<file path="src/rtl/d_shreg_pkg.sv">
// d_shreg_pkg: mode encodings and small helpers shared by the universal
// shift register and its testbench.
package d_shreg_pkg;

  localparam logic [2:0] M_HOLD = 3'b000;
  localparam logic [2:0] M_LOAD = 3'b001;
  localparam logic [2:0] M_SHL  = 3'b010;
  localparam logic [2:0] M_SHR  = 3'b011;
  localparam logic [2:0] M_ROL  = 3'b100;
  localparam logic [2:0] M_ROR  = 3'b101;
  localparam logic [2:0] M_CLR  = 3'b110;

  // True for the four modes that advance the shift counter.
  function automatic logic is_shift_mode(input logic [2:0] m);
    return (m == M_SHL) || (m == M_SHR) || (m == M_ROL) || (m == M_ROR);
  endfunction

endpackage

</file>
<file path="src/rtl/d_ff_en.sv">
// d_ff_en: one-bit D flip-flop with synchronous active-high reset and
// clock enable.
//   C  - clock (rising edge)
//   R  - synchronous reset, forces Q to 0, overrides CE
//   CE - enable; 0 holds Q
//   D  - data in
//   Q  - registered data out
module d_ff_en (
  input  logic C,
  input  logic R,
  input  logic CE,
  input  logic D,
  output logic Q
);

  always_ff @(posedge C) begin
    if (R)       Q <= 1'b0;
    else if (CE) Q <= D;
  end

endmodule

</file>
<file path="src/rtl/d_shreg_univ.sv">
// d_shreg_univ: WIDTH-bit universal register (hold / load / shift / rotate /
// clear) with a saturating shift counter and a one-cycle DONE pulse when the
// WIDTH-th shift since the last load/clear completes.
//   C    - clock, rising edge
//   R    - synchronous active-high reset (Q, CNT, DONE -> 0)
//   CE   - clock enable; 0 holds Q and CNT, DONE reads 0
//   M    - mode select, see d_shreg_pkg
//   D    - parallel load data
//   SIL  - serial in for shift left (enters bit 0)
//   SIR  - serial in for shift right (enters bit WIDTH-1)
//   Q    - register contents
//   SOL  - Q[WIDTH-1]
//   SOR  - Q[0]
//   CNT  - shifts since last load/clear, saturates at WIDTH
//   DONE - registered pulse on the CNT WIDTH-1 -> WIDTH transition
module d_shreg_univ
  import d_shreg_pkg::*;
#(
  parameter int WIDTH = 8,
  parameter int CW    = $clog2(WIDTH + 1)
) (
  input  logic             C,
  input  logic             R,
  input  logic             CE,
  input  logic [2:0]       M,
  input  logic [WIDTH-1:0] D,
  input  logic             SIL,
  input  logic             SIR,
  output logic [WIDTH-1:0] Q,
  output logic             SOL,
  output logic             SOR,
  output logic [CW-1:0]    CNT,
  output logic             DONE
);

  localparam logic [CW-1:0] CNT_MAX  = CW'(WIDTH);
  localparam logic [CW-1:0] CNT_LAST = CW'(WIDTH - 1);

  logic [WIDTH-1:0] q_q, q_d;
  logic [CW-1:0]    cnt_q, cnt_d;
  logic             done_q, done_d;

  // Data register: one enabled flop per bit. HOLD modes feed q_q back, so the
  // per-bit enable only needs CE.
  for (genvar i = 0; i < WIDTH; i++) begin : g_bit
    d_ff_en u_ff (
      .C  (C),
      .R  (R),
      .CE (CE),
      .D  (q_d[i]),
      .Q  (q_q[i])
    );
  end

  always_comb begin
    q_d    = q_q;
    cnt_d  = cnt_q;
    done_d = 1'b0;
    if (CE) begin
      case (M)
        M_LOAD: begin q_d = D;  cnt_d = '0; end
        M_SHL:  q_d = {q_q[WIDTH-2:0], SIL};
        M_SHR:  q_d = {SIR, q_q[WIDTH-1:1]};
        M_ROL:  q_d = {q_q[WIDTH-2:0], q_q[WIDTH-1]};
        M_ROR:  q_d = {q_q[0], q_q[WIDTH-1:1]};
        M_CLR:  begin q_d = '0; cnt_d = '0; end
        default: ; // HOLD and reserved 111
      endcase
      if (is_shift_mode(M)) begin
        if (cnt_q != CNT_MAX) cnt_d = cnt_q + 1'b1;
        // Pulse only on the edge that reaches WIDTH, not while saturated.
        done_d = (cnt_q == CNT_LAST);
      end
    end
  end

  always_ff @(posedge C) begin
    if (R) begin
      cnt_q  <= '0;
      done_q <= 1'b0;
    end else begin
      cnt_q  <= cnt_d;
      done_q <= done_d;
    end
  end

  assign Q    = q_q;
  assign SOL  = q_q[WIDTH-1];
  assign SOR  = q_q[0];
  assign CNT  = cnt_q;
  assign DONE = done_q;

endmodule

</file>
<file path="config.mk">
export PLATFORM = sky130hd
export DESIGN_NAME = d_shreg_univ
export DESIGN_NICKNAME = d
export VERILOG_FILES = /design/src/rtl/d_shreg_pkg.sv /design/src/rtl/d_ff_en.sv /design/src/rtl/d_shreg_univ.sv
export SDC_FILE = /design/constraint.sdc
export NUM_CORES = 1
export LEC_CHECK = 0
export ABC_AREA = 1
export CAP_MARGIN = 20
export CELL_PAD_IN_SITES_DETAIL_PLACEMENT = 1
export CELL_PAD_IN_SITES_GLOBAL_PLACEMENT = 1
export CORE_MARGIN = 2
export CORE_UTILIZATION = 37
export DETAILED_ROUTE_END_ITERATION = 16
export DONT_BUFFER_PORTS = 1
export GPL_TIMING_DRIVEN = 0
export PLACE_DENSITY = 0.74
export SETUP_SLACK_MARGIN = 0.2
export SLEW_MARGIN = 20
export SYNTH_ARGS = -nofsm -noshare
export SYNTH_HDL_FRONTEND = slang
export SYNTH_HIERARCHICAL = 1
export SYNTH_SLANG_ARGS = --single-unit
</file>
<file path="constraint.sdc">
create_clock -name C -period 1.1 [get_ports C]
set_input_delay 0.165 -clock C [delete_from_list [all_inputs] [get_ports C]]
set_output_delay 0.165 -clock C [all_outputs]
set_load 0.01 [all_outputs]
</file>
=== Word-level counts from Yosys, hierarchy flattened ===
Cells that the tools add are included.

* Add/subtract/negate cells: 1
* Multiply operators: 0
* Divide/modulo/power cells: 0
* Magnitude comparators: 0
* Equality and inequality tests: 8
* Shift-type cells: 0
* Multiplexer cells: 4
* Bitwise operators: 2
* Reduce and logical (&&, ||, !) cells: 7

{| class="wikitable"
|+ Operators with widths
! cell !! number
|-
| one-hot mux 8 bit (6 select lines) || 1
|-
| two-way mux 4 bit || 3
|-
| equality test 3 bit (second input constant) || 3
|-
| equality test 3 x 2 -> 1 bit (second input constant) || 2
|-
| nonzero test 6 bit || 1
|-
| adder 4 x 1 -> 4 bit (second input constant) || 1
|-
| equality test 4 x 3 -> 1 bit (second input constant) || 1
|-
| inequality test 4 bit (second input constant) || 1
|-
| equality test 3 x 1 -> 1 bit (second input constant) || 1
|-
| logical OR 1 bit || 3
|-
| OR reduction 3 bit || 1
|-
| inverter 1 bit || 2
|-
| AND reduction 2 bit || 1
|-
| OR reduction 2 bit || 1
|}

* Bits in registers: 13
* Bits in latches: 0
* RAM bits: 0
* Bits in read-only memories: 0
* Logic and storage cells: 32
* Memories kept: 0

=== Logic depth before layout (Yosys ltp) ===
* Depth after elaboration: 6
* Gate-level depth with buffers: 11
* Mapped depth without buffers: 11

=== Hierarchy ===
The synthesis kept the hierarchy.

{| class="wikitable"
|+ Modules (own cells, without submodules)
! module !! times used !! cells an instance !! area each (µm²)
|-
| d_shreg_univ || 1 || 154 || 792.0
|-
| d_ff_en || 8 || 7 || 45.0
|}

=== Worst setup path before layout ===
Ideal clock, no wire load.

* Path kind: flip-flop to flip-flop
* From: register cnt_q[0] (netlist: CNT[0])
* To: register cnt_q[0] (netlist: CNT[0])
* Library setup time: 0.115 ns
* Arrival: 1.041 ns
* Path slack: -0.056 ns
* Stages on the path, launching flop included: 7
* Buffers on the path: 0
* Clock period less this slack: 1.156 ns
* Cells stage by stage: dfxtp_1 > inv_1 > ha_1 > nand3_1 > nand2_1 > a21oi_1 > nor2_1

* Cells in the longest elaborated chain, start to end: 3
* Elaborated cells between the ends (all ways): 5

{| class="wikitable"
|+ RTL lines
! what !! line !! RTL
|-
| from (decl) || d_shreg_univ.sv:40 || <nowiki>logic [CW-1:0] cnt_q, cnt_d;</nowiki>
|-
| from (signal assigned) || d_shreg_univ.sv:82 || <nowiki>cnt_q <= cnt_d;</nowiki>
|-
| adder 4 x 1 -> 4 bit (tied with other cells) || d_shreg_univ.sv:70 || <nowiki>if (cnt_q != CNT_MAX) cnt_d = cnt_q + 1'b1;</nowiki>
|-
| two-way mux 4 bit || d_shreg_univ.sv:70 ||
|-
| two-way mux 4 bit (*) || d_shreg_univ.sv:69 || <nowiki>if (is_shift_mode(M)) begin</nowiki>
|}

Every way passes the cells marked *; elsewhere a longest branch is shown, timed or not.
A chain may end at the register's enable or synchronous reset.

=== Worst setup path in the final report ===
* From: register cnt_q[0] (netlist: CNT[0])
* To: register cnt_q[3] (netlist: CNT[3])

* Cells in the longest elaborated chain, start to end: 3
* Elaborated cells between the ends (all ways): 4

{| class="wikitable"
|+ RTL lines
! what !! line
|-
| adder 4 x 1 -> 4 bit or inequality test 4 bit (tied branches) || d_shreg_univ.sv:70
|-
| two-way mux 4 bit (*) || d_shreg_univ.sv:70
|-
| two-way mux 4 bit (*) || d_shreg_univ.sv:69
|}

Marks and branches as above.

==> results.tsv <==
metric	value	unit
status	finished clean	
design.die.area	0.00358	sq mm
path_buf_inv	1	
synth_warnings	6	
endpoint_kind	register	
fin_util	0.468	
antenna_found_initial	0	
r2r-end	CNT[3]$_SDFFE_PP0P_	
synth_ff_type	dfxtp_1	
start_util	0.384	
gp_congestion	0.816	
dp_slack	-62.5	ps
cp_cell_sequence	inv_4, ha_4, nand3_4, nand2_2, a21boi_2, nor2_1	
cp_data_arrival_time	1280	ps
relSlewSlack	0.810	
synth-seq-cells	13	
grt_max_degree	23	
skew	6.97	ps
synth_area_leaders	dfxtp_1, nand2_1, inv_1	
area_growth	21.9	%
dpl.cell_count	243	
first_pass_iters	4	
grt_pass1_wl	5870	microns
cp.depth	6	
period_share	0.968	
synthCells	210	
regToRegStartpoint	CNT[0]$_SDFFE_PP0P_	
slowest_delay	420	ps
fin_nets	234	
via_count	1293	
synth_commonest_cells	nand2_1, inv_1, nor2_1	
routed_via_density	5.21	
cp-start-kind	register	
yosysTopAreaCellShare	0.226	
clk_pin_slew	90	ps
core_area	0.00300	sq mm
rsz0062_at_grt	true	
syn_nets	228	
rrSetupSlack	30	ps
drv_slew	0	
drc	0	
grt_remaining_overflow	0	
worst_ir_drop_vdd	0.448	mV
synth_area	0.00115	sq mm
portBuffers	0	
leakagePower	0.718	nW
worst_slew_pin_slew	284	ps
ctsHtreeMaxLevel	1	
clkSinkCount	13	
rr_worst_depth	6	
crit_path_start	CNT[0]$_SDFFE_PP0P_	
async_flop_share	0	
ios	31	
drtIter0Drc	51	
wirelength	3480	microns
grt_usage	0.214	
worst_path_dominant_cell_family	flip-flops	
final_hold_viol_count	0	
hp-class	in2reg	
yosysMostFrequentCell	nand2_1	
cts_tree	yes	
first_global_vias	1339	
cp-endpoint	CNT[3]$_SDFFE_PP0P_	
powerDensity	881	mW/mm^2
period_needed	1070	ps
yosysSeqAreaShare	0.226	
die_height	59.8	microns
worstPathMaxFanout	5	
yosysTopAreaCell	dfxtp_1	
drive_gt1_frac	0.270	
root_buffer	clkbuf_4	
cts_buffer_depth	2	
synth.distinct_cells	18	
cts_buffers	3	
fin_ws	34.7	ps
synth_edf_count	0	
synth_area_per_cell	5.49	sq um
critPathSlowestCell	dfxtp_4	
antenna_left	0	
drv_cap	0	
dp_hpwl	2600	microns
final_cells	248	
clock_latency	280	ps
insertedDiodeCount	0	
setup_viol	0	
rows	20	
die_x	59.8	microns
crit_required	1310	ps
wire_per_inst	14.0	microns
worstSetupPathType	reg2reg	
fmax	0.939	GHz
## logic make-up (layout without fill, tap and decap cells)
family,Yosys count,in the layout,synth area share
AOI/OAI and AO/OA,6,6,0.0304
DFF,13,13,0.226
adders and majority gates,2,2,0.0217
and+or+nand+nor,139,139,0.543
buffers and inverters,50,55,0.179
## stage by stage
step / TNS (ps) / hold WS [ps] / instance area (sq um) / power [mW]
floorplan: 0 / 302 / 1260 / 0.860
CTS: 0 / 9.51 / 1390 / 1.26
finish: 0 / 15.3 / 1410 / 1.24
global placement: 0 / 306 / 1300 / 0.916
global route: -160 / 13.8 / 1410 / 1.34
detailed placement: -245 / 311 / 1300 / 0.938
## area by class of cell
class,count,area [sq um]
well taps,33,41.3
repair buffers,1,7.51
inverters,43,166
fillers,420,1600
multi-input cells,147,785
plain buffers,7,75.1
clock buffers,3,22.5
flip-flops and latches,13,303
clock inverters,1,5.00
## registers in the layout (all words and copies together), names as in the netlist
register	count
CNT	4
DONE	1
g_bit.u_ff/Q	8
## placed cells by master (no fill, tap or decap), types with 2 or more instances in the layout
cell / netlist / layout
nand2_1: 62 / 55
inv_1: 42 / 37
nor2_1: 31 / 30
nand3_1: 19 / 16
nand4_1: 15 / 15
dfxtp_4: 0 / 11
nor2_2: 9 / 8
nand2_2: 1 / 7
inv_2: 1 / 4
buf_6: 0 / 4
buf_4: 4 / 3
clkbuf_4: 0 / 3
nor2_4: 0 / 2
inv_4: 0 / 2
nand3_2: 0 / 2
ha_4: 0 / 2
## worst min-delay path by stage
| stage | startpoint | end | slack, ps | cells past startpoint |
|---|---|---|---|---|
| 6_report | R | g_bit[0].u_ff/Q$_SDFFE_PP0P_ | 20 | 3 |
| 4_1_cts | CE | g_bit[1].u_ff/Q$_SDFFE_PP0P_ | 10 | 2 |
| 2_1_floorplan | CE | g_bit[0].u_ff/Q$_SDFFE_PP0P_ | 300 | 2 |
| 5_1_grt | CE | g_bit[1].u_ff/Q$_SDFFE_PP0P_ | 10 | 2 |
| 3_5_place_dp | CE | g_bit[1].u_ff/Q$_SDFFE_PP0P_ | 310 | 2 |
| 3_3_place_gp | CE | g_bit[3].u_ff/Q$_SDFFE_PP0P_ | 310 | 2 |
## repair_timing
action | CTS | global route
endpoints found under the setup margin | 18 | 15
hold buffers | 0 | 0
buffers inserted | 1 | 0
pin swaps | 18 | 18
gates resized for setup | 17 | 4
## worst register-to-register path, stage by stage (launching register included)
cell and delay, ps:
dfxtp_4 420, inv_4 50, ha_4 160, nand3_4 70, nand2_2 70, a21boi_2 150
nor2_1 90
## power by group
group          internal [mW]  switching, mW  leakage (nW)  total, mW
combinational          0.153          0.223         0.585      0.376
clock                  0.135          0.170        0.0177      0.305
sequential             0.494         0.0642         0.115      0.558
total                  0.781          0.457         0.718       1.24
## layer usage
metal	vias up	wire, microns	GRT usage
met4	0	17	0.0476
met3	2	199	0.0433
met1	601	1590	0.285
met5	-	0	0
met2	31	1670	0.356
li1	659	-	-
(Power assumes the default switching activity.)
